--- src/rtl/uart_tx_buffer.sv ---
`default_nettype none
// ============================================================================
// Module   : uart_tx_buffer
// Purpose  : Byte FIFO fed by the core's UART write strobe, drained by an
//            8N1 serializer (LSB first) onto a registered, glitch-free tx line.
// Revision : 1.0 - initial release
// ============================================================================
module uart_tx_buffer #(
    parameter int CLK_PER_BIT = 434,
    parameter int DEPTH_LOG2  = 4
) (
    input  logic       clk,
    input  logic       rst,
    input  logic       uart_wrreq,
    input  logic [7:0] uart_out,
    output logic       tx,
    output logic       full,
    output logic       busy,
    output logic       overflow
);

    localparam int DEPTH = 1 << DEPTH_LOG2;
    localparam int TW    = (CLK_PER_BIT > 2) ? $clog2(CLK_PER_BIT) : 1;

    localparam logic [TW-1:0]         c_BIT_LAST = TW'(CLK_PER_BIT - 1);
    localparam logic [DEPTH_LOG2:0]   c_DEPTH    = (DEPTH_LOG2 + 1)'(DEPTH);

    typedef enum logic [1:0] {
        S_IDLE  = 2'd0,
        S_START = 2'd1,
        S_DATA  = 2'd2,
        S_STOP  = 2'd3
    } state_t;

    logic [7:0]            r_mem [DEPTH];
    logic [DEPTH_LOG2-1:0] r_wptr;
    logic [DEPTH_LOG2-1:0] r_rptr;
    logic [DEPTH_LOG2:0]   r_count;
    logic                  r_overflow;

    state_t                r_state;
    logic [TW-1:0]         r_timer;
    logic [2:0]            r_idx;
    logic [7:0]            r_shift;
    logic                  r_tx;

    logic                  w_full;
    logic                  w_push;
    logic                  w_pop;
    logic                  w_bit_done;

    // Full is judged on the count held at the start of the cycle, so a write
    // that meets a full FIFO is dropped even if a pop frees a slot this cycle.
    assign w_full     = (r_count == c_DEPTH);
    assign w_push     = uart_wrreq && !w_full;
    assign w_pop      = (r_state == S_IDLE) && (r_count != '0);
    assign w_bit_done = (r_timer == c_BIT_LAST);

    assign tx       = r_tx;
    assign full     = w_full;
    assign busy     = (r_state != S_IDLE) || (r_count != '0);
    assign overflow = r_overflow;

    // FIFO storage: written on every accepted push, contents need no reset.
    always_ff @(posedge clk) begin
        if (w_push) begin
            r_mem[r_wptr] <= uart_out;
        end
    end

    // FIFO pointers, occupancy count and sticky overflow flag.
    always_ff @(posedge clk) begin
        if (rst) begin
            r_wptr     <= '0;
            r_rptr     <= '0;
            r_count    <= '0;
            r_overflow <= 1'b0;
        end else begin
            if (w_push) begin
                r_wptr <= r_wptr + 1'b1;
            end
            if (w_pop) begin
                r_rptr <= r_rptr + 1'b1;
            end
            if (w_push && !w_pop) begin
                r_count <= r_count + 1'b1;
            end else if (!w_push && w_pop) begin
                r_count <= r_count - 1'b1;
            end
            if (uart_wrreq && w_full) begin
                r_overflow <= 1'b1;
            end
        end
    end

    // Serializer FSM; tx is loaded together with each state/bit transition.
    always_ff @(posedge clk) begin
        if (rst) begin
            r_state <= S_IDLE;
            r_timer <= '0;
            r_idx   <= '0;
            r_shift <= '0;
            r_tx    <= 1'b1;
        end else begin
            case (r_state)
                S_IDLE: begin
                    r_tx <= 1'b1;
                    if (w_pop) begin
                        r_shift <= r_mem[r_rptr];
                        r_timer <= '0;
                        r_tx    <= 1'b0;
                        r_state <= S_START;
                    end
                end
                S_START: begin
                    if (w_bit_done) begin
                        r_timer <= '0;
                        r_idx   <= 3'd0;
                        r_tx    <= r_shift[0];
                        r_state <= S_DATA;
                    end else begin
                        r_timer <= r_timer + 1'b1;
                    end
                end
                S_DATA: begin
                    if (w_bit_done) begin
                        r_timer <= '0;
                        if (r_idx == 3'd7) begin
                            r_tx    <= 1'b1;
                            r_state <= S_STOP;
                        end else begin
                            r_idx <= r_idx + 3'd1;
                            r_tx  <= r_shift[r_idx + 3'd1];
                        end
                    end else begin
                        r_timer <= r_timer + 1'b1;
                    end
                end
                S_STOP: begin
                    if (w_bit_done) begin
                        r_timer <= '0;
                        r_state <= S_IDLE;
                    end else begin
                        r_timer <= r_timer + 1'b1;
                    end
                end
                default: begin
                    r_state <= S_IDLE;
                    r_tx    <= 1'b1;
                end
            endcase
        end
    end

endmodule
`default_nettype wire

--- config.mk ---
export PLATFORM = sky130hd
export DESIGN_NAME = uart_tx_buffer
export DESIGN_NICKNAME = d
export VERILOG_FILES = /design/src/rtl/uart_tx_buffer.sv
export SDC_FILE = /design/constraint.sdc
export NUM_CORES = 1
export LEC_CHECK = 0
export ABC_CLOCK_PERIOD_IN_PS = 7550
export CORE_MARGIN = 2
export CORE_UTILIZATION = 45
export DETAILED_ROUTE_END_ITERATION = 10
export PLACE_DENSITY_LB_ADDON = 0.1
export SLEW_MARGIN = 10
export SYNTH_ARGS = -nofsm -noshare
export SYNTH_HDL_FRONTEND = slang
export SYNTH_SLANG_ARGS = --single-unit
--- constraint.sdc ---
create_clock -name clk -period 7.55 [get_ports clk]
set_clock_uncertainty 0.1 [all_clocks]
set_input_delay 1.8875 -clock clk [delete_from_list [all_inputs] [get_ports clk]]
set_output_delay 1.8875 -clock clk [all_outputs]
set_load 0.01 [all_outputs]
Word-level counts from Yosys, hierarchy flattened:

Memories as Yosys holds them, arrays and structs flattened. A register that Yosys moved wholly into a read port is not among the register bits.
Cells that the tools add are included.

* input port bits: 11
* bits in writable memories: 128
* memories kept: 1
* flip-flop bits (word level): 29
* word-level logic and storage cells: 72

Memories
* r_mem: words 16, bits a word 8, read ports 1, clocked after memory_dff 1, write ports 1, line 35 `logic [7:0] r_mem [DEPTH];`

* mux-type cells: 24
* $lt $le $gt $ge: 1
* reductions and logical operators: 20
* $add $sub $neg: 6
* equal/unequal tests: 12

Operators by type and width (count)
* 9-bit two-way mux: 2
* 9-bit one-hot mux with 2 select lines: 1
* 2-bit != test (second input constant): 6
* 2-bit two-way mux: 5
* 5-bit two-way mux: 2
* 9-bit by 1-bit adder with 9-bit output (second input constant): 1
* 9-bit equality test (second input constant): 1
* 3-bit two-way mux: 3
* 4-bit by 1-bit adder with 4-bit output (second input constant): 2
* 2-bit one-hot mux with 4 select lines: 1
* 1-bit two-way mux: 7
* 3-bit one-hot mux with 2 select lines: 1
* 2-bit nonzero test: 3
* 5-bit by 1-bit adder with 5-bit output (second input constant): 1
* 5-bit equality test (second input constant): 1
* 1-bit logical AND: 5
* 5-bit AND reduction: 1
* 5-bit nonzero test: 1
* 5-bit by 1-bit subtractor with 5-bit output (second input constant): 1
* 2-bit equality test (second input constant): 2
* 3-bit by 4-bit less-than comparator with 1-bit output (second input constant): 1
* 4-bit AND reduction: 1
* 3-bit by 1-bit adder with 3-bit output (second input constant): 1
* 1-bit binary-select mux with 3-bit select: 1
* 10 further kinds: 12

Logic depth before layout (Yosys ltp):

Gate-level depths: netlist (run 1).

* word-level depth: 7
* mapped depth: 12

Worst setup path before layout (run 1):

OpenSTA, ideal clock, no wires.

* path type: input-to-reg
* start: input port uart_wrreq
* end: register r_count[4]
* required time: 7.329 ns
* path buffers: 0
* path slack: 3.459 ns
* arrival: 3.871 ns
* stages: 9
* library setup time: 0.121 ns
* cells stage by stage: a21boi_2 > ha_1 > inv_1 > ha_1 > nor2b_1 > o21a_1 > or3_1 > a21oi_1 > mux2_2

* word-level cells in the longest chain between the ends: 4

Ends and longest elaborated chain
* start, declared: line 14 `input logic uart_wrreq,`
* 1-bit logical AND *: line 55 `assign w_push = uart_wrreq && !w_full;`
* 1-bit logical NOT: line 87 `end else if (!w_push && w_pop) begin`
* 1-bit logical AND: line 87
* 2-bit nonzero test (no line)
* end signal, assigned: line 86 `r_count <= r_count + 1'b1;`
* end signal, assigned: line 88 `r_count <= r_count - 1'b1;`
* end, declared: line 38 `logic [DEPTH_LOG2:0] r_count;`

Every way passes the cells marked *; elsewhere a longest branch is shown, timed or not.
A chain may end at the register's enable or synchronous reset.

Worst setup path in the final report (run 1):

* start: register r_count[0]
* end: output port busy

* word-level cells in the longest chain between the ends: 2

Ends and longest elaborated chain
* 5-bit nonzero test: line 61 `assign busy = (r_state != S_IDLE) || (r_count != '0);`
* 1-bit logical OR: line 61
* end, declared: line 18 `output logic busy,`

Every way passes these cells.

==> run metrics, run 1 <==
post-place setup slack=between 2 and 3 ns; ys flop type=edfxtp_1; synthesis-stage register bit count=~170; fin crit share=approximately three fifths; Reg clk slew, reported paths=approximately 0.06 ns; Worst Hold Class=reg2reg; max-slew violations=0; Post-synth EDFFs=approximately 130; Die Span Y=~130 µm; Post-Route WL=~13 mm; Clock Tree Root=clkbuf_16; Slew headroom=a little over a third; max-cap viol count=0; CTS Hold Bufs=0; commonest non-fill, non-tap cell in the layout=edfxtp_1; GRT overflow=0; drc violations=0; maximum vdd drop=roughly 0.17 mV; vias in the first global route=between 3000 and 4000; Total GRT Usage=17.4%; first-pass GRT wire length=between 20 and 25 mm; PnR worst setup slack=3.10 ns; worst-margin pin slew=between 0.9 and 1 ns; Hold Fails Final Rpt=0; power density over cell area=about 330 nW/µm²; Fin Setup TNS=0 ns; core footprint=~15000 µm²; status=completed; Die X=~130 µm; Largest delay share family, worst path=simple AND/OR/NAND/NOR gates; pin count of the biggest net entering global routing=36; fraction of layout cells with a size suffix above 1=between 15 and 20%; Critical Path AT=~2.5 ns; IO Port Bufs=14; Post-CTS Resized=0; detailed placement HPWL=8.03 mm; NumNets Final=481; TritonCTS Buffers=17; clock sinks=roughly 170; Net Count, Synth=462; Final Wtd Congestion=between 0.7 and 0.8; row count=44; synth warn=0; crit path capture type=primary output; WP buf/inv=1; Leakage Power=around 2.6 nW; min Tclk post-route=about 4.4 ns; ys async rst share=0%; clk buf depth=2; CTS tree=yes; post-synthesis sequential area ratio=67.5%; H-tree Lvls=4; drt pass-1 iters=5; Worst EP required=~5.6 ns; RSZ-0062 raised after global routing=no; diodes inserted=0; synthesis-to-finish area growth=13.5%; number of antenna-violating nets in the routed design=0; Post-Synthesis Cells=roughly 430; Final setup viols=0; vias=3531; antenna violations before repair=0; crit path cell chain=nor4_1, nand3_1, clkdlybuf4s50_1; die area=roughly 16000 µm²; Worst Setup Start Kind=register; worst-path maximum fanout=11; Critical Path Slowest Stage Cell=nor4_1; CP Class=reg2out; Yosys cell types=40; total setup buffers inserted after CTS=0; most frequent cells in the layout=128 x edfxtp_1, 54 x nor2_1, 36 x dfxtp_1, 32 x mux4_2, 25 x a21oi_1; Syn Area/Cell=~16 µm²; Synth Cell Area=6790 µm²; via density per instance=around 5.5; fmax=roughly 0.22 GHz; initial DRC count=~300; critical path's largest stage delay=0.61 ns; number of I/O pins=15; average wire per standard cell=19.8 µm; clk_lat worst skew=~0.42 ns; Starting Density=a little under half
## cell type report
type,instances,area [µm²]
Fill cell,1212,6940
Clock buffer,17,425
Multi-Input combinational cell,234,2060
Tap cell,184,230
Timing Repair Buffer,21,193
Clock inverter,15,164
Sequential cell,165,4590
Inverter,11,41.3
## final timing paths
check / startpoint / slack, ns / endpoint / cells after the start
hold / removal: overflow / 0.38 / overflow / 2
hold reg to reg: overflow / 0.38 / overflow / 2
setup reg to reg: r_count[0] / 3.74 / r_count[4] / 10
setup / recovery: r_count[0] / 3.10 / busy / 3
## metal layers
layer / part of all wire, % / up-vias / wire length, µm / track usage, %
met2: 49 / 61 / 6290 / 27.6
met5: 0 / - / 0 / 0
met4: 0.59 / 0 / 76 / 6.01
met1: 46 / 1770 / 5870 / 23.3
met3: 4.5 / 6 / 576 / 4.81
li1: - / 1694 / - / -
## cells in the mapped netlist, types with 2 or more instances
master,n,area (µm²)
a211oi_1,2,15.0
a21boi_2,2,22.5
a21oi_1,25,125
a22oi_1,16,120
and3_1,4,25.0
buf_1,3,11.3
buf_2,7,35.0
buf_4,3,22.5
clkbuf_1,8,30.0
dfxtp_1,37,741
edfxtp_1,128,3840
ha_1,19,238
inv_1,11,41.3
mux2_2,2,22.5
mux2i_1,3,30.0
mux4_1,2,52.6
mux4_2,32,721
nand2_1,9,33.8
nand2b_1,8,50.1
nand3_1,7,35.0
nand4_1,4,25.0
nor2_1,54,203
nor2b_1,3,18.8
nor3_1,7,35.0
o21a_1,2,15.0
o21ai_0,3,15.0
o21ai_2,2,17.5
xnor2_1,8,70.1
xor2_1,9,78.8
## sequential cells by signal, summed over array words and instances (netlist names)
register  cells
r_mem       128
r_timer       9
r_shift       8
r_count       5
r_rptr        4
r_wptr        4
r_idx         3
r_state       2
overflow      1
tx            1
## through the flow
stage / hold slack, ns / power [W] / std cells / cell area, µm² / util, %
after floorplan: 0.347 / 0.00159 / 431 / 6790 / -
after global placement: 0.350 / 0.00174 / 615 / 7110 / 48.6
after detailed placement: 0.367 / 0.00175 / 615 / 7110 / 48.6
after CTS: 0.383 / 0.00261 / 647 / 7700 / 52.6
after global routing: 0.419 / 0.00271 / 647 / 7700 / 52.6
final: 0.375 / 0.00257 / 647 / 7700 / 52.6
## tightest hold or removal path, stage by stage (launching register included)
cell and delay (ns):
dfxtp_1 0.33, a21oi_1 0.04, nor2_1 0.07
## cell families (layout without fill, tap and decap cells)
| family | Yosys count | count (layout) | synth area share, % |
|---|---|---|---|
| adder cells (fa/ha/maj) | 20 | 20 | 3.80 |
| multiplexers | 39 | 39 | 12.2 |
| XOR/XNOR | 17 | 17 | 2.19 |
| AND/OR/NAND/NOR | 103 | 103 | 7.04 |
| AO/OA/AOI/OAI | 55 | 55 | 5.20 |
| flip-flops | 165 | 165 | 67.5 |
| buffers and inverters | 32 | 64 | 2.06 |
## power by group
| group | total, W | switching (W) | internal, W |
|---|---|---|---|
| clock | 0.000853 | 0.000383 | 0.000470 |
| combinational | 0.000628 | 0.000355 | 0.000273 |
| sequential | 0.00109 | 0.0000441 | 0.00105 |
Power figures use the tool's default switching activity.
==> run 2: changes to the inputs <==
--- a/config.mk
+++ b/config.mk
@@ -5,7 +5,7 @@
 export SDC_FILE = /design/constraint.sdc
 export NUM_CORES = 1
 export LEC_CHECK = 0
-export ABC_CLOCK_PERIOD_IN_PS = 7550
+export ABC_CLOCK_PERIOD_IN_PS = 3800
 export CORE_MARGIN = 2
 export CORE_UTILIZATION = 45
 export DETAILED_ROUTE_END_ITERATION = 10
==> constraint.sdc (replaced) <==
create_clock -name clk -period 3.8 [get_ports clk]
set_clock_uncertainty 0.1 [all_clocks]
set_input_delay 0.95 -clock clk [delete_from_list [all_inputs] [get_ports clk]]
set_output_delay 0.95 -clock clk [all_outputs]
set_load 0.01 [all_outputs]
==> run 2 against run 1 <==
Against the previous run: design area increased by 1.1%; sequential share of layout area down 0.65 points; final cell count rose by 2.3%; critical path type unchanged; highest routed layer unchanged.
==> run metrics, run 2 (synthesis gave the netlist of run 1 again) <==
Starting Density=between 40% and 50%; Die X=127 µm; RSZ-0062 raised after global routing=no; via density per instance=around 5.5; Reg clk slew, reported paths=0.06 ns; drt pass-1 iters=4; core footprint=about 15000 µm²; Layout Cells excl Fill=between 600 and 700; total setup buffers inserted after CTS=0; most frequent cells in the layout=128 x edfxtp_1, 54 x nor2_1, 36 x dfxtp_1, 32 x mux4_2, 25 x a21oi_1; Clk network pwr share=31.9%; fraction of layout cells with a size suffix above 1=19.5%; post-place setup slack=between 0.15 and 0.2 ns; clk_lat worst skew=between 0.4 and 0.5 ns; Slew headroom=around 50%; CP Launch Point=r_count[0]; max-slew violations=0; synthesis-to-finish area growth=14.7%; Post-Route WL=13.1 mm; commonest non-fill, non-tap cell in the layout=edfxtp_1; Most flops, register=r_mem; detailed placement HPWL=about 8.4 mm; GRT overflow=0; Hold Fails Final Rpt=0; max-cap viol count=0; TritonCTS Buffers=17; H-tree Lvls=4; Fin Setup TNS=0 ns; Clock Tree Root=clkbuf_16; Inst Count DP=roughly 630; PnR worst setup slack=0.520 ns; Critical Path AT=about 2.2 ns; row count=44; number of I/O pins=15; worst-margin pin slew=between 0.7 and 0.8 ns; average wire per standard cell=slightly below 20 µm; CTS tree=yes; combinational share of power=about 25%; worst-path maximum fanout=11; diodes inserted=0; fmax=a little over 0.3 GHz; fin crit share=between 80% and 90%; R2R Path End=r_count[4]; top flop regs=r_mem: 128 flops, r_timer: 9 flops, r_shift: 8 flops; CP Class=reg2out; Worst Hold Class=reg2reg; Worst Setup Start Kind=register; Worst EP required=approximately 2.8 ns; Final Wtd Congestion=roughly 0.75; antenna violations before repair=0; number of antenna-violating nets in the routed design=0; clk buf depth=2; vias=3613; WHS=about 0.37 ns; initial DRC count=301; Seq pwr share=a little over two fifths; CTS Hold Bufs=0; clock sinks=165; NumNets Final=between 400 and 500; hold_sp=overflow; max reg flops=128; Total GRT Usage=roughly 18%; maximum vdd drop=about 0.34 mV; Switching Power=~0.0015 W; Internal=0.00356 W; Reg2Reg Setup Slack=~0.70 ns; Die Span Y=between 100 and 150 µm; Leakage Power=roughly 2.6 nW; drc violations=0; power density over cell area=roughly 650 nW/µm²; worst reg2reg path startpoint=r_count[0]; Worst Reg-to-Reg Cells=10; die area=approximately 16000 µm²; Worst setup endpoint=busy; pin count of the biggest net entering global routing=35; crit path capture type=primary output; Post-CTS Resized=0; min Tclk post-route=3.28 ns; sw frac=between 30 and 40%; vias in the first global route=approximately 3600; utilization after layout=53.2%; Final setup viols=0; first-pass GRT wire length=20.7 mm; IO Port Bufs=14; status=completed
[run 2: changes by cell type in the layout (fill, tap and decap cells not counted)]
cell | before | now
clkinvlp_4 | 1 | 2
buf_4 | 7 | 23
inv_6 | 4 | 3
clkbuf_1 | 0 | 1
clkinv_8 | 1 | 0
clkinv_4 | 3 | 2
clkinv_2 | 0 | 2
inv_8 | 4 | 2
[run 2: how the worst min path moves through the flow]
stage	to	slack (ns)	depth (start not counted)
after global placement	overflow	0.35	2
after global routing	r_idx[1]	0.42	2
after detailed placement	overflow	0.37	2
final	overflow	0.37	2
after floorplan	r_shift[4]	0.35	2
after CTS	overflow	0.38	2
[run 2: power groups by stage]
stage	Combinational (W)	Sequential, W	Clock, W
2_1_floorplan	0.000967	0.00219	0
3_3_place_gp	0.00125	0.00223	0
3_5_place_dp	0.00128	0.00224	0
4_1_cts	0.00129	0.00220	0.00166
5_1_grt	0.00141	0.00222	0.00172
6_report	0.00127	0.00220	0.00162
[run 2: layer usage]
metal | GRT usage (%) | vias up | part of all wire, %
li1 | - | 1715 | -
met1 | 24.1 | 1825 | 46
met2 | 27.9 | 58 | 49
met3 | 4.30 | 15 | 3.4
met4 | 6.27 | 0 | 1.5
met5 | 0 | - | 0
[run 2: worst max-delay path, cell delays in order, from the launching register on]
cell,delay [ns]
dfxtp_1,0.35
nor4_1,0.62
nand3_1,0.15
buf_4,0.20
clkdlybuf4s50_1,0.48
[run 2: final cells by class]
cell class,instances,area [µm²]
timing repair buffer,37,313
inverter,11,41.3
tap,184,230
fill,1215,6860
multi-input combinational,234,2060
sequential,165,4590
clock buffer,18,429
clock inverter,13,125
[run 2: per-stage QoR]
step | total power (W) | area (µm²)
after CTS | 0.00515 | 7790
after global routing | 0.00535 | 7790
final | 0.00509 | 7790
after global placement | 0.00349 | 7230
after detailed placement | 0.00352 | 7230
after floorplan | 0.00315 | 6790
==> run 3: changes to the inputs <==
--- a/config.mk
+++ b/config.mk
@@ -9,6 +9,7 @@
 export CORE_MARGIN = 2
 export CORE_UTILIZATION = 45
 export DETAILED_ROUTE_END_ITERATION = 10
+export GPL_TIMING_DRIVEN = 0
 export PLACE_DENSITY_LB_ADDON = 0.1
 export SLEW_MARGIN = 10
 export SYNTH_ARGS = -nofsm -noshare
==> run 3 against run 2 <==
Against the previous run: register-to-register slack lost 0.34 ns; utilization shrank 0.33 points; fmax shrank 4.8%; first-iteration DRC count shrank 32%; design area shrank 0.63%; sequential share of layout area grew 0.36 points; clock power is essentially flat; setup slack lost 0.17 ns; final cell count shrank 0.45%; wire length grew 0.12%; total power grew 0.33%; die area is the same; critical path type unchanged; critical endpoint unchanged; largest power group unchanged.
==> run metrics, run 3 (synthesis gave the netlist of run 1 again) <==
number of I/O pins=15; Most flops, register=r_mem; Final setup viols=0; Post-Route WL=between 10 and 15 mm; Internal=about 0.0036 W; most frequent cells in the layout=128 x edfxtp_1, 54 x nor2_1, 37 x dfxtp_1, 32 x mux4_2, 25 x a21oi_1; clk_lat worst skew=0.43 ns; IO Port Bufs=14; sw frac=between 20% and 30%; Largest delay share family, worst path=simple AND/OR/NAND/NOR gates; Die Span Y=~130 µm; NumNets Final=between 400 and 500; vias in the first global route=between 3000 and 4000; combinational share of power=roughly a quarter; Hold Fails Final Rpt=0; via density per instance=5.51; Seq pwr share=between 40% and 50%; Worst EP required=between 2 and 3 ns; Final Wtd Congestion=around 0.8; antenna violations before repair=0; core footprint=around 15000 µm²; total setup buffers inserted after CTS=0; PnR worst setup slack=0.353 ns; worst-margin pin slew=~1.0 ns; Worst Hold Class=reg2reg; average wire per standard cell=20.0 µm; max-slew violations=0; Reg clk slew, reported paths=0.06 ns; Slew headroom=approximately 30%; Worst Setup Start Kind=register; die area=~16000 µm²; crit path capture type=primary output; synthesis-to-finish area growth=14.0%; CTS Hold Bufs=0; number of antenna-violating nets in the routed design=0; worst-path maximum fanout=10; initial DRC count=roughly 210; fraction of layout cells with a size suffix above 1=roughly 17%; Clock Tree Root=clkbuf_16; fmax=between 0.2 and 0.3 GHz; clk buf depth=2; row count=44; drc violations=0; max-cap viol count=0; Critical Path AT=roughly 2.4 ns; clock sinks=165; min Tclk post-route=3.45 ns; Fin Setup TNS=0 ns; Critical Path Slowest Stage Cell=nor4_1; status=completed; max reg flops=~130; first-pass GRT wire length=about 21 mm; post-place setup slack=-0.0615 ns; detailed placement HPWL=between 8 and 9 mm; Switching Power=~0.0015 W; CTS tree=yes; Leakage Power=about 2.6 nW; diodes inserted=0; pin count of the biggest net entering global routing=17; critical path's largest stage delay=roughly 0.74 ns; TritonCTS Buffers=17; GRT overflow=0; RSZ-0062 raised after global routing=no; commonest non-fill, non-tap cell in the layout=edfxtp_1; Starting Density=a little under half; H-tree Lvls=4; Clk network pwr share=roughly 32%; power density over cell area=between 600 and 700 nW/µm²; vias=approximately 3600; drt pass-1 iters=5; Die X=127 µm; top flop regs=r_mem: 128 flops, r_timer: 9 flops, r_shift: 8 flops; CP Class=reg2out; maximum vdd drop=a little under 0.5 mV; crit path cell chain=nor4_1, nand3_1, buf_2, clkdlybuf4s50_1; fin crit share=90.7%; Total GRT Usage=17.7%; Post-CTS Resized=0; WP buf/inv=2
-- run 3: cell types whose count changed in the layout (fill, tap and decap cells not counted), sizes merged --
cell	before	now
buf	23	13
bufinv	1	2
clkbuf	18	27
clkinv	5	6
clkinvlp	2	0
inv	16	14
-- run 3: metal layers --
layer / part of all wire [%] / wire [µm] / up-vias / track usage [%]
met5: 0 / 0 / - / 0
met4: 1.4 / 182 / 0 / 6.01
met3: 2.3 / 305 / 15 / 4.30
met2: 51 / 6740 / 46 / 29.4
met1: 45 / 5930 / 1855 / 22.9
li1: - / - / 1714 / -
-- run 3: worst min-delay path, delay by kind of cell (launching register included) --
family,cells,cell delay (ns)
flip-flops,1,0.33
AND/OR/NAND/NOR,1,0.07
AO/OA/AOI/OAI,1,0.04
-- run 3: power by group through the flow --
| stage | Sequential [W] | Clock (W) | Combinational, W |
|---|---|---|---|
| global placement | 0.00220 | 0 | 0.00128 |
| detailed placement | 0.00221 | 0 | 0.00130 |
| CTS | 0.00217 | 0.00168 | 0.00131 |
| floorplan | 0.00219 | 0 | 0.000967 |
| finish | 0.00217 | 0.00165 | 0.00129 |
| global route | 0.00219 | 0.00175 | 0.00145 |
-- run 3: worst paths after layout --
kind / slack (ns) / from / end / cells past startpoint
setup / recovery: 0.35 / r_count[0] / busy / 4
hold / removal: 0.37 / overflow / overflow / 2
setup reg to reg: 0.36 / r_count[0] / r_count[4] / 11
hold reg to reg: 0.37 / overflow / overflow / 2
-- run 3: per-stage QoR --
step	hold WS (ns)	cells	area [µm²]	power [W]	utilization [%]
after floorplan	0.347	431	6790	0.00315	-
after global placement	0.350	629	7160	0.00348	48.9
after detailed placement	0.363	629	7170	0.00351	49.0
after CTS	0.380	659	7730	0.00516	52.8
after global routing	0.399	659	7740	0.00539	52.8
final	0.371	659	7740	0.00511	52.8
-- run 3: cell type report --
type / instances / area, µm²
well taps: 184 / 230
fillers: 1194 / 6910
clock buffers: 19 / 433
flip-flops and latches: 165 / 4580
repair buffers: 14 / 140
clock inverters: 11 / 128
multi-input cells: 234 / 2080
plain buffers: 21 / 98.8
inverters: 11 / 41.3
==> edit (config.mk and constraints of run 2) <==
Re-encode `state_t` (4 states) as one-hot, 4 bits wide.
--- a/src/rtl/uart_tx_buffer.sv
+++ b/src/rtl/uart_tx_buffer.sv
@@ -27,7 +27,7 @@
 
-    typedef enum logic [1:0] {
-        S_IDLE  = 2'd0,
-        S_START = 2'd1,
-        S_DATA  = 2'd2,
-        S_STOP  = 2'd3
+    typedef enum logic [3:0] {
+        S_IDLE  = 4'b0001,
+        S_START = 4'b0010,
+        S_DATA  = 4'b0100,
+        S_STOP  = 4'b1000
     } state_t;
Formal check against the unedited RTL: same outputs for any inputs over 10 cycles, from zero or initial values and one cycle with rst high; not proved beyond that.
==> edit against run 2 <==
Core utilization shrank 0.93 points; setup slack gained 0.016 ns; design area grew 2.0%; synthesized area grew 2.8%; wire length grew 4.3%; sequential cell count grew 2; critical endpoint is now r_count[4]; critical path depth grew 6; via count grew 6.8%; final cell count grew 4.5%; power shrank 1.0%.
==> edit: results (changes against run 2) <==
TritonRoute pass-1 iters=4 (unchanged); worst path arrival time=3.48 ns (+1.25 ns); CTS Buf Count=17 (unchanged); Synth async-reset ratio=0 (unchanged); synth unique cells=50 (+25%); H-tree depth=4 (unchanged); post-layout min period=3.26 ns (-0.0159 ns); critical path class=register to register; ant diodes=0 (unchanged); Cell Area, Placed=7390 µm² (+2.1%); DP HPWL=8.80 mm (+5.0%); overall routed net length=13.7 mm (+4.3%); most frequent cells after synthesis=edfxtp_1, nor2_1, dfxtp_1; initial DRC count=234 (-22%); Worst Setup EP=r_count[4]; post-CTS setup buffer count=0 (unchanged); CTS resizes=0 (unchanged); worst slack at placement=0.157 ns (-0.0370 ns); placed cells=660 (+4.6%); VDD IR max=0.448 mV (+33%); Longest Clk Path Bufs=2 (unchanged); register area share after synthesis=0.663 (-0.0126); Clock transition at path regs=0.06 ns (about the same); first-pass GRT wire length=21.6 mm (+4.4%); outcome=finished, final reports clean; Top FF cell, synth=edfxtp_1; crit-path max cell delay=0.61 ns; hold crit path type=register to register; wire per inst=19.8 µm (-0.22%); syn nets=487 (+5.4%); Worst-Margin Slew=0.777 ns (+0.0101 ns); vias in the first global route=3980 (+9.8%); count of buffers from port buffering=14 (unchanged); Leak=2.59 nW (-1.1%); biggest regs=r_mem (128), r_timer (9), r_shift (8); Post-synth EDFFs=128 (unchanged); routability cong.=0.784 (+5.0%); GR Util met2=0.299 (+0.0202); synthesis warning total=0 (unchanged); Avg Inst Size Synth=15.1 µm² (-4.1%); Global Route Usage Sum=0.180 (+0.00380); share of cells above drive strength 1=0.187 (-0.00805); slowest CP cell=dfxtp_1; Worst R2R Start=r_state[0]; largest net degree at the start of global routing=35 (unchanged); critical-path maximum fanout=14 (+3); GRT met1 Usage=0.237 (-0.00319); initial antenna violation count=0 (unchanged); Vias=3858 (+6.8%); reg2reg setup slack=0.54 ns (-0.16 ns); GR Util met3=0.0349 (-0.00809); nets=516 (+3.8%); leading post-synthesis cells by cell area=edfxtp_1, dfxtp_1, mux4_2, nor2_1, ha_1; CTS root buf=clkbuf_16; Min Hold Slack=0.363 ns (-0.00782 ns)
edit: area by class of cell:
type | instances | area [µm²]
Sequential cell | 167 | 4630
Timing Repair Buffer | 37 | 313
Fill cell | 1271 | 7260
Multi-Input combinational cell | 258 | 2180
Clock buffer | 19 | 433
Tap cell | 188 | 235
Inverter | 10 | 37.5
Clock inverter | 13 | 121
edit: cells by family after synthesis:
| kind of cell | after synthesis | synth area share |
|---|---|---|
| DFF | 167 | 0.663 |
| and+or+nand+nor | 114 | 0.0787 |
| AOI/OAI and AO/OA | 79 | 0.0764 |
| muxes | 41 | 0.118 |
| buffers and inverters | 37 | 0.0251 |
| adders and majority gates | 14 | 0.0262 |
| xor gates and xnor gates | 10 | 0.0126 |
edit: how the worst min path moves through the flow:
stage | start | endpoint | cells past startpoint
global placement | r_idx[2] | r_idx[2] | 2
global route | r_idx[2] | r_idx[2] | 2
CTS | r_idx[2] | r_idx[2] | 2
floorplan | r_idx[1] | r_idx[1] | 2
detailed placement | r_idx[2] | r_idx[2] | 2
finish | r_idx[2] | r_idx[2] | 2
edit: report_power, final:
part           leakage (nW)  switching, mW  internal (mW)
Combinational         0.853          0.658          0.550
Sequential             1.47          0.122           2.09
Clock                 0.264          0.704          0.910
edit: per-layer routing:
metal	part of all wire	up-vias
met5	0	-
met4	0.012	0
met3	0.027	13
met2	0.50	44
met1	0.47	1952
li1	-	1849
edit: critical path: cells and delay by family, from the launching register on:
kind                     cells  cell delay [ns]
AND/OR/NAND/NOR              3             0.93
multiplexers                 1             0.34
flip-flops                   1             0.61
AO/OA/AOI/OAI                3             0.52
buffers and inverters        1             0.12
adder cells (fa/ha/maj)      2             0.54
